**src/rtl/multi_ultrasonic_ctrl_pkg.sv**
```systemverilog
// Shared types and constants for the multi-channel ultrasonic ranging controller.
//   state_t   : sequencing FSM states
//   DIST_W    : width of one channel's distance result (mm)
//   ch_idx_w  : register width needed to index NUM_CH channels (capped at 3)
package multi_ultrasonic_pkg;

    localparam int DIST_W       = 16;
    localparam int CH_IDX_MAX_W = 3;

    typedef enum logic [2:0] {
        IDLE,
        TRIG,
        WAIT_ECHO,
        MEASURE,
        UPDATE,
        HOLDOFF
    } state_t;

    function automatic int ch_idx_w(input int num_ch);
        if (num_ch <= 2)
            return 1;
        else if (num_ch <= 4)
            return 2;
        else
            return CH_IDX_MAX_W;
    endfunction

endpackage

```
**src/rtl/multi_ultrasonic_ctrl_if.sv**
```systemverilog
// Pin/result bundle between the sensor side, the navigation FSM and the
// ultrasonic controller.
//   enable, obst_thresh_mm, echo_rx : into the controller
//   trig, distance_out, op, timeout,
//   meas_valid, meas_ch             : out of the controller
// slave  = the controller, master = the surrounding system.
interface multi_ultrasonic_ctrl_if
    import multi_ultrasonic_pkg::*;
#(
    parameter int NUM_CH = 3
);
    logic                       enable;
    logic [DIST_W-1:0]          obst_thresh_mm;
    logic [NUM_CH-1:0]          echo_rx;
    logic [NUM_CH-1:0]          trig;
    logic [DIST_W*NUM_CH-1:0]   distance_out;
    logic [NUM_CH-1:0]          op;
    logic [NUM_CH-1:0]          timeout;
    logic                       meas_valid;
    logic [CH_IDX_MAX_W-1:0]    meas_ch;

    modport master (
        output enable, obst_thresh_mm, echo_rx,
        input  trig, distance_out, op, timeout, meas_valid, meas_ch
    );

    modport slave (
        input  enable, obst_thresh_mm, echo_rx,
        output trig, distance_out, op, timeout, meas_valid, meas_ch
    );

endinterface

```
**src/rtl/multi_ultrasonic_ctrl_echo_timer.sv**
```systemverilog
// Echo pulse timer shared by all channels (the top muxes in the selected
// synchronized echo).
//   clear     : hold counters at their start values (asserted during TRIG)
//   wait_en   : waiting for echo rise; runs the no-echo timeout
//   meas_en   : echo is high; runs prescaler, mm counter and stuck-echo timeout
//   echo      : synchronized echo of the selected channel
//   started   : rising edge seen while waiting
//   done      : falling edge seen while measuring
//   timed_out : timeout expired in either phase
//   mm        : floor(high cycles / CYCLES_PER_MM), saturating
module ultrasonic_echo_timer
    import multi_ultrasonic_pkg::*;
#(
    parameter int CYCLES_PER_MM       = 294,
    parameter int ECHO_TIMEOUT_CYCLES = 1_500_000
) (
    input  logic              clk,
    input  logic              rst,
    input  logic              clear,
    input  logic              wait_en,
    input  logic              meas_en,
    input  logic              echo,
    output logic              started,
    output logic              done,
    output logic              timed_out,
    output logic [DIST_W-1:0] mm
);

    localparam int PSW = $clog2(CYCLES_PER_MM + 1);
    localparam int TW  = $clog2(ECHO_TIMEOUT_CYCLES + 1);
    localparam logic [PSW-1:0] PS_LAST  = PSW'(CYCLES_PER_MM - 1);
    localparam logic [TW-1:0]  TMO_LOAD = TW'(ECHO_TIMEOUT_CYCLES - 1);

    logic              echo_prev;
    logic [PSW-1:0]    prescale;
    logic [TW-1:0]     tmo_cnt;
    logic [DIST_W-1:0] mm_cnt;
    logic              rise;
    logic              fall;
    logic              tmo_zero;
    logic              count_hi;

    assign rise     = echo & ~echo_prev;
    assign fall     = ~echo & echo_prev;
    assign tmo_zero = (tmo_cnt == '0);

    assign started   = wait_en & rise;
    assign done      = meas_en & fall;
    // While measuring, the high-cycle count may reach exactly the timeout;
    // only one more high cycle beyond that is a stuck echo.
    assign timed_out = (wait_en & ~rise & tmo_zero) | (meas_en & echo & tmo_zero);
    // The cycle the rise is detected already counts as the first high cycle.
    assign count_hi  = started | (meas_en & echo & ~tmo_zero);
    assign mm        = mm_cnt;

    always_ff @(posedge clk or posedge rst) begin
        if (rst) begin
            echo_prev <= 1'b0;
            prescale  <= '0;
            tmo_cnt   <= TMO_LOAD;
            mm_cnt    <= '0;
        end else begin
            echo_prev <= echo;
            if (clear) begin
                prescale <= '0;
                tmo_cnt  <= TMO_LOAD;
                mm_cnt   <= '0;
            end else begin
                if (started)
                    tmo_cnt <= TMO_LOAD;
                else if ((wait_en || (meas_en && echo)) && !tmo_zero)
                    tmo_cnt <= tmo_cnt - TW'(1);

                if (count_hi) begin
                    if (prescale == PS_LAST) begin
                        prescale <= '0;
                        if (mm_cnt != '1)
                            mm_cnt <= mm_cnt + DIST_W'(1);
                    end else begin
                        prescale <= prescale + PSW'(1);
                    end
                end
            end
        end
    end

endmodule

```
**src/rtl/multi_ultrasonic_ctrl.sv**
```systemverilog
// Round-robin controller for NUM_CH HC-SR04-class ultrasonic sensors.
// Each slot fires one trigger, times that channel's echo with the shared
// echo timer and stores distance / obstacle / timeout for the channel.
//   clk_50M, reset : 50 MHz clock, async active-high reset
//   bus (slave)    : enable, obst_thresh_mm, echo_rx in;
//                    trig, distance_out, op, timeout, meas_valid, meas_ch out
//
// state     | meaning
// IDLE      | scan stopped; counts STARTUP_CYCLES once enable is high
// TRIG      | trig[ch] high for TRIG_CYCLES; slot counter restarted
// WAIT_ECHO | waiting for a fresh rising edge on echo[ch]
// MEASURE   | echo[ch] high; shared timer accumulates mm
// UPDATE    | result registers written, meas_valid pulse
// HOLDOFF   | waits for slot end, then advances ch and re-triggers or idles
module multi_ultrasonic_ctrl
    import multi_ultrasonic_pkg::*;
#(
    parameter int NUM_CH              = 3,
    parameter int STARTUP_CYCLES      = 50,
    parameter int TRIG_CYCLES         = 500,
    parameter int CYCLES_PER_MM       = 294,
    parameter int ECHO_TIMEOUT_CYCLES = 1_500_000,
    parameter int SLOT_CYCLES         = 3_600_000
) (
    input logic                   clk_50M,
    input logic                   reset,
    multi_ultrasonic_ctrl_if.slave bus
);

    localparam int CHW = ch_idx_w(NUM_CH);
    localparam int PW  = $clog2(((STARTUP_CYCLES > TRIG_CYCLES) ? STARTUP_CYCLES : TRIG_CYCLES) + 1);
    localparam int SW  = $clog2(SLOT_CYCLES + 1);
    localparam logic [PW-1:0]     STARTUP_LOAD = PW'(STARTUP_CYCLES - 1);
    localparam logic [PW-1:0]     TRIG_LOAD    = PW'(TRIG_CYCLES - 1);
    localparam logic [SW-1:0]     SLOT_LOAD    = SW'(SLOT_CYCLES - 1);
    localparam logic [CHW-1:0]    CH_LAST      = CHW'(NUM_CH - 1);
    localparam logic [NUM_CH-1:0] TRIG_ONE     = NUM_CH'(1);

    state_t            state;
    logic [CHW-1:0]    ch;
    logic [CHW-1:0]    ch_next;
    logic [PW-1:0]     phase_cnt;
    logic [SW-1:0]     slot_rem;
    logic [NUM_CH-1:0] echo_meta;
    logic [NUM_CH-1:0] echo_sync;
    logic              echo_sel;
    logic              started;
    logic              done;
    logic              timed_out;
    logic [DIST_W-1:0] mm;
    logic              result_write;
    logic [DIST_W-1:0] res_dist;
    logic              res_op;

    always_ff @(posedge clk_50M or posedge reset) begin
        if (reset) begin
            echo_meta <= '0;
            echo_sync <= '0;
        end else begin
            echo_meta <= bus.echo_rx;
            echo_sync <= echo_meta;
        end
    end

    assign echo_sel = echo_sync[ch];
    assign ch_next  = (ch == CH_LAST) ? '0 : ch + CHW'(1);

    ultrasonic_echo_timer #(
        .CYCLES_PER_MM       (CYCLES_PER_MM),
        .ECHO_TIMEOUT_CYCLES (ECHO_TIMEOUT_CYCLES)
    ) u_echo_timer (
        .clk       (clk_50M),
        .rst       (reset),
        .clear     (state == TRIG),
        .wait_en   (state == WAIT_ECHO),
        .meas_en   (state == MEASURE),
        .echo      (echo_sel),
        .started   (started),
        .done      (done),
        .timed_out (timed_out),
        .mm        (mm)
    );

    // The timer only raises done/timed_out in WAIT_ECHO or MEASURE, so either
    // one marks the edge into UPDATE. The threshold is sampled right here.
    assign result_write = done | timed_out;
    assign res_dist     = timed_out ? '0 : mm;
    assign res_op       = !timed_out && (mm != '0) && (mm <= bus.obst_thresh_mm);

    always_ff @(posedge clk_50M or posedge reset) begin
        if (reset) begin
            state            <= IDLE;
            ch               <= '0;
            phase_cnt        <= STARTUP_LOAD;
            slot_rem         <= '0;
            bus.trig         <= '0;
            bus.distance_out <= '0;
            bus.op           <= '0;
            bus.timeout      <= '0;
            bus.meas_valid   <= 1'b0;
            bus.meas_ch      <= '0;
        end else begin
            bus.meas_valid <= 1'b0;
            if (slot_rem != '0)
                slot_rem <= slot_rem - SW'(1);

            case (state)
                IDLE: begin
                    if (!bus.enable) begin
                        phase_cnt <= STARTUP_LOAD;
                    end else if (phase_cnt == '0) begin
                        state     <= TRIG;
                        bus.trig  <= TRIG_ONE << ch;
                        phase_cnt <= TRIG_LOAD;
                        slot_rem  <= SLOT_LOAD;
                    end else begin
                        phase_cnt <= phase_cnt - PW'(1);
                    end
                end
                TRIG: begin
                    if (phase_cnt == '0) begin
                        bus.trig <= '0;
                        state    <= WAIT_ECHO;
                    end else begin
                        phase_cnt <= phase_cnt - PW'(1);
                    end
                end
                WAIT_ECHO: begin
                    if (started)
                        state <= MEASURE;
                    else if (result_write)
                        state <= UPDATE;
                end
                MEASURE: begin
                    if (result_write)
                        state <= UPDATE;
                end
                UPDATE: begin
                    state <= HOLDOFF;
                end
                HOLDOFF: begin
                    if (slot_rem == '0) begin
                        ch <= ch_next;
                        if (bus.enable) begin
                            state     <= TRIG;
                            bus.trig  <= TRIG_ONE << ch_next;
                            phase_cnt <= TRIG_LOAD;
                            slot_rem  <= SLOT_LOAD;
                        end else begin
                            state     <= IDLE;
                            phase_cnt <= STARTUP_LOAD;
                        end
                    end
                end
                default: begin
                    state <= IDLE;
                end
            endcase

            if (result_write) begin
                bus.distance_out[int'(ch)*DIST_W +: DIST_W] <= res_dist;
                bus.op[ch]      <= res_op;
                bus.timeout[ch] <= timed_out;
                bus.meas_valid  <= 1'b1;
                bus.meas_ch     <= CH_IDX_MAX_W'(ch);
            end
        end
    end

endmodule

```
**src/flat_wrapper.sv**
```systemverilog
// flat-port wrapper written by rule: the top's interface ports become plain ports
module multi_ultrasonic_ctrl_flat import multi_ultrasonic_pkg::*;
#(
    parameter int NUM_CH              = 3,
    parameter int STARTUP_CYCLES      = 50,
    parameter int TRIG_CYCLES         = 500,
    parameter int CYCLES_PER_MM       = 294,
    parameter int ECHO_TIMEOUT_CYCLES = 1_500_000,
    parameter int SLOT_CYCLES         = 3_600_000
)
  (clk_50M, reset, bus_enable, bus_obst_thresh_mm, bus_echo_rx, bus_trig, bus_distance_out, bus_op, bus_timeout, bus_meas_valid, bus_meas_ch);
  multi_ultrasonic_ctrl_if #(.NUM_CH(NUM_CH)) bus_i ();
  input logic clk_50M;
  input logic reset;
  input wire logic [$bits(bus_i.enable)-1:0] bus_enable;
  input wire logic [$bits(bus_i.obst_thresh_mm)-1:0] bus_obst_thresh_mm;
  input wire logic [$bits(bus_i.echo_rx)-1:0] bus_echo_rx;
  output wire logic [$bits(bus_i.trig)-1:0] bus_trig;
  output wire logic [$bits(bus_i.distance_out)-1:0] bus_distance_out;
  output wire logic [$bits(bus_i.op)-1:0] bus_op;
  output wire logic [$bits(bus_i.timeout)-1:0] bus_timeout;
  output wire logic [$bits(bus_i.meas_valid)-1:0] bus_meas_valid;
  output wire logic [$bits(bus_i.meas_ch)-1:0] bus_meas_ch;
  assign bus_i.enable = bus_enable;
  assign bus_i.obst_thresh_mm = bus_obst_thresh_mm;
  assign bus_i.echo_rx = bus_echo_rx;
  assign bus_trig = bus_i.trig;
  assign bus_distance_out = bus_i.distance_out;
  assign bus_op = bus_i.op;
  assign bus_timeout = bus_i.timeout;
  assign bus_meas_valid = bus_i.meas_valid;
  assign bus_meas_ch = bus_i.meas_ch;
  multi_ultrasonic_ctrl #(.NUM_CH(NUM_CH), .STARTUP_CYCLES(STARTUP_CYCLES), .TRIG_CYCLES(TRIG_CYCLES), .CYCLES_PER_MM(CYCLES_PER_MM), .ECHO_TIMEOUT_CYCLES(ECHO_TIMEOUT_CYCLES), .SLOT_CYCLES(SLOT_CYCLES)) u_core (.clk_50M(clk_50M), .reset(reset), .bus(bus_i));
endmodule
```
**config.mk**
```make
export PLATFORM = sky130hd
export DESIGN_NAME = multi_ultrasonic_ctrl_flat
export DESIGN_NICKNAME = d
export VERILOG_FILES = /design/src/rtl/multi_ultrasonic_ctrl_pkg.sv /design/src/rtl/multi_ultrasonic_ctrl_if.sv /design/src/rtl/multi_ultrasonic_ctrl_echo_timer.sv /design/src/rtl/multi_ultrasonic_ctrl.sv /design/src/flat_wrapper.sv
export SDC_FILE = /design/constraint.sdc
export NUM_CORES = 1
export LEC_CHECK = 0
export ABC_AREA = 1
export BUFFER_PORTS_ARGS = -buffer_cell sky130_fd_sc_hd__buf_2
export CAP_MARGIN = 5
export CORE_MARGIN = 2
export CORE_UTILIZATION = 40
export CTS_BUF_LIST = sky130_fd_sc_hd__clkbuf_8
export DETAILED_ROUTE_END_ITERATION = 7
export SETUP_SLACK_MARGIN = 0.02
export SLEW_MARGIN = 30
export SYNTH_ARGS = -nofsm -noshare
export SYNTH_HDL_FRONTEND = slang
export SYNTH_SLANG_ARGS = --single-unit
```
**constraint.sdc**
```tcl
create_clock -name clk_50M -period 7.03 [get_ports clk_50M]
set_input_delay 1.406 -clock clk_50M [delete_from_list [all_inputs] [get_ports clk_50M]]
set_output_delay 1.406 -clock clk_50M [all_outputs]
set_load 0.1 [all_outputs]
```
==> reports/results.ini <==
[yosys]
synth-warning-count=0
postSynthRegisterBits=149
seq_area_frac_synth_pct=42.5
mappedNetlistArea_um2=8810
syn-instance-count=1146
yosys_most_used_dff=sky130_fd_sc_hd__dfrtp_1
ys_types=45
synthesized_area_per_cell_um2=7.69
synth_edf_count=0
share_of_the_synthesized_area_in_the_top_cell_type_pct=37.5
synth_area_leader_cell=sky130_fd_sc_hd__dfrtp_1
synth_commonest_cells=sky130_fd_sc_hd__nand2_1 (295), sky130_fd_sc_hd__dfrtp_1 (132), sky130_fd_sc_hd__inv_1 (130)
mappedNetlistNets=1198
synthTopCellsByArea=sky130_fd_sc_hd__dfrtp_1 (37%), sky130_fd_sc_hd__nand2_1 (13%), sky130_fd_sc_hd__inv_1 (5.5%)
async_reset_ff_share_pct=100
post-synth-top-count-cell=sky130_fd_sc_hd__nand2_1

[pwr]
max-vdd-ir-drop_mv=0.0939
power_dens_cells_nw_per_um2=162
combPwrFrac_pct=2.4
total_leakage_power_nw=4.75
power.switching_fraction_pct=28.2
p_sw_uw=449
clockPowerShare_pct=43.6
pwr-share-seq_pct=54.0
internal-power_mw=1.14

[drt]
routed_via_density=5.02
drt_pass1_iterations=5
total_via_count_after_detailed_routing=7543
route.antenna.remaining_nets=0
drt_iter0_drc=432
postRouteWirelength_mm=21.6
remaining_drc_errors=0
detail_route.wl_per_cell_um=14.4

[worst_setup_path]
timing_worst_setup_path_type=flip-flop to flip-flop
worstSetupStartpoint=u_core.ch[0]
timing.critical_path.arrival_ps=3150
endpoint_kind=flip-flop
critical_path.max_fanout=32
regToRegStartpoint=u_core.ch[0]
crit_required_ps=7380
setup.worst_path.start_class=flip-flop

[cts]
tritoncts=built
tritoncts.num_buffers=17
holdBufCountCts=0
post_cts.repair.setup_buffers=0
cts.htree.levels=4
cts_resized=0
cts_buffer_depth=2
cts.sink_count=149
path_clk_slew_ps=100
root_buf_cell=sky130_fd_sc_hd__clkbuf_8
worstSkewPairLatency_ps=490

[timing]
timing.slew.headroom_pct=43.3
rsz0062_at_grt=no
worst-slew-pin-transition_ps=850
finalHoldWorstSlack_ps=356
setup_viol=0
peak_clock_frequency_supported_by_timing_ghz=0.357
fin_crit_sh_pct=39.8
timing.final.ws_setup_ps=4230
drv_slew=0
report.final.hold_viol_count=0
fin_tns_setup_ps=0
timing.final.crit_period_ps=2800
clock-skew-final_ps=23.3

[global_route]
grt_remaining_overflow=0
grt_start_max_net_pins=94
first_global_vias=6984
antenna_found_initial=0
global_route.usage.total_pct=19.0
first_pass_grt_wire_length_mm=36.4

[min_path]
hold_start=u_core.echo_meta[0]
holdCritPathClass=flip-flop to flip-flop

[placed_design]
routabilityCongestion=0.823
buffer_ports.inserted=81
pre_cts_ws_ps=4040
dp.final_hpwl_mm=15.4

[die]
i_o_pin_total=83
initial_utilization_pct=40.5
die_area_um2=23200
chipHeight_um=152
coreArea_um2=21800
die_x_um=152
floorplan.rows=54

[layout]
final_net_count=1262
post_route_cells_drive_above_1_share_pct=16.8
num_antenna_cells=0
area_growth_syn_to_layout_pct=11.3

[flow_run]
max_cap_violations=0

[outcome]
run_status=completed

-- final cells by class --
| class | count | area [µm²] |
|---|---|---|
| multi-input combinational | 820 | 4320 |
| clock inverter | 15 | 181 |
| inverter | 138 | 523 |
| fill | 2221 | 11900 |
| clock buffer | 17 | 234 |
| tap | 280 | 350 |
| timing repair buffer | 84 | 448 |
| sequential | 149 | 3750 |
-- critical path, cell delays in order, from the launching register on --
cell,delay [ps]
sky130_fd_sc_hd__dfrtp_1,500
sky130_fd_sc_hd__inv_2,370
sky130_fd_sc_hd__nand2_1,90
sky130_fd_sc_hd__nand2_1,110
sky130_fd_sc_hd__nand3_2,100
sky130_fd_sc_hd__inv_2,110
sky130_fd_sc_hd__nand3_4,240
sky130_fd_sc_hd__nand2_1,180
sky130_fd_sc_hd__inv_2,80
sky130_fd_sc_hd__nand2_4,170
sky130_fd_sc_hd__nand2_2,430
sky130_fd_sc_hd__nand2_1,220
sky130_fd_sc_hd__o21ai_2,70
-- power groups by stage --
stage	clock, mW	combinational [mW]	sequential (mW)
after global routing	0.744	0.0455	0.860
after detailed placement	0	0.0389	0.876
after CTS	0.710	0.0389	0.860
after global placement	0	0.0384	0.876
final	0.693	0.0388	0.860
after floorplan	0	0.0248	0.876
-- cell usage in the layout (no fill, tap or decap), types with 16 or more instances in the layout --
| master | n |
|---|---|
| sky130_fd_sc_hd__nand4_1 | 41 |
| sky130_fd_sc_hd__dfstp_2 | 17 |
| sky130_fd_sc_hd__o21ai_0 | 60 |
| sky130_fd_sc_hd__o21ai_1 | 41 |
| sky130_fd_sc_hd__a21oi_1 | 16 |
| sky130_fd_sc_hd__dfrtp_1 | 132 |
| sky130_fd_sc_hd__xor2_1 | 30 |
| sky130_fd_sc_hd__nor3_1 | 16 |
| sky130_fd_sc_hd__o21ai_2 | 25 |
| sky130_fd_sc_hd__nand2_1 | 295 |
| sky130_fd_sc_hd__ha_1 | 30 |
| sky130_fd_sc_hd__buf_2 | 81 |
| sky130_fd_sc_hd__nor2_1 | 111 |
| sky130_fd_sc_hd__inv_1 | 129 |
| sky130_fd_sc_hd__clkbuf_8 | 17 |
| sky130_fd_sc_hd__nand3_1 | 81 |
-- through the flow --
step / instance area [µm²] / util, % / instances / power (mW)
global route: 9810 / 45.1 / 1503 / 1.65
CTS: 9780 / 45.0 / 1502 / 1.61
finish: 9810 / 45.1 / 1503 / 1.59
global placement: 9360 / 43.0 / 1470 / 0.915
floorplan: 8810 / - / 1146 / 0.901
detailed placement: 9360 / 43.0 / 1470 / 0.915
-- metal layers --
metal / up-vias / global-route usage [%] / wire length, µm
li1: 3834 / - / -
met2: 135 / 31.7 / 10300
met5: - / 0 / 0
met4: 0 / 5.16 / 269
met3: 20 / 2.65 / 718
met1: 3554 / 26.2 / 10300
-- kinds of logic (layout without fill, tap and decap cells) --
kind of cell / Yosys count / in the layout / share of synthesized area [%]
compound gates: 161 / 161 / 10.8
xor+xnor: 34 / 34 / 3.38
fa+ha+maj: 30 / 30 / 4.26
buf+inv: 177 / 254 / 8.43
flops: 149 / 149 / 42.5
other cells: 1 / 1 / 0.0425
simple gates: 594 / 594 / 30.6
-- path summary, 6_finish.rpt --
path | slack (ps) | cells past startpoint | to
max | 4230 | 12 | u_core.u_echo_timer.mm[11]
min | 360 | 0 | u_core.echo_sync[0]
max reg2reg | 4230 | 12 | u_core.u_echo_timer.mm[11]
min reg2reg | 360 | 0 | u_core.echo_sync[0]
max in group asynchronous | 4730 | 4 | u_core.echo_meta[0]
min in group asynchronous | 920 | 2 | u_core.bus.distance_out[22]
-- registers in the layout (all words and copies together) (netlist names), 2 cells and up --
signal	count
u_core.slot_rem	22
u_core.u_echo_timer.mm	16
u_core.bus.meas_ch	2
u_core.u_echo_timer.prescale	9
u_core.bus.trig	3
u_core.echo_meta	3
u_core.bus.distance_out	48
u_core.phase_cnt	9
u_core.u_echo_timer.tmo_cnt	21
u_core.state	3
u_core.bus.timeout	3
u_core.echo_sync	3
u_core.ch	2
u_core.bus.op	3
Power figures use the tool's default switching activity.
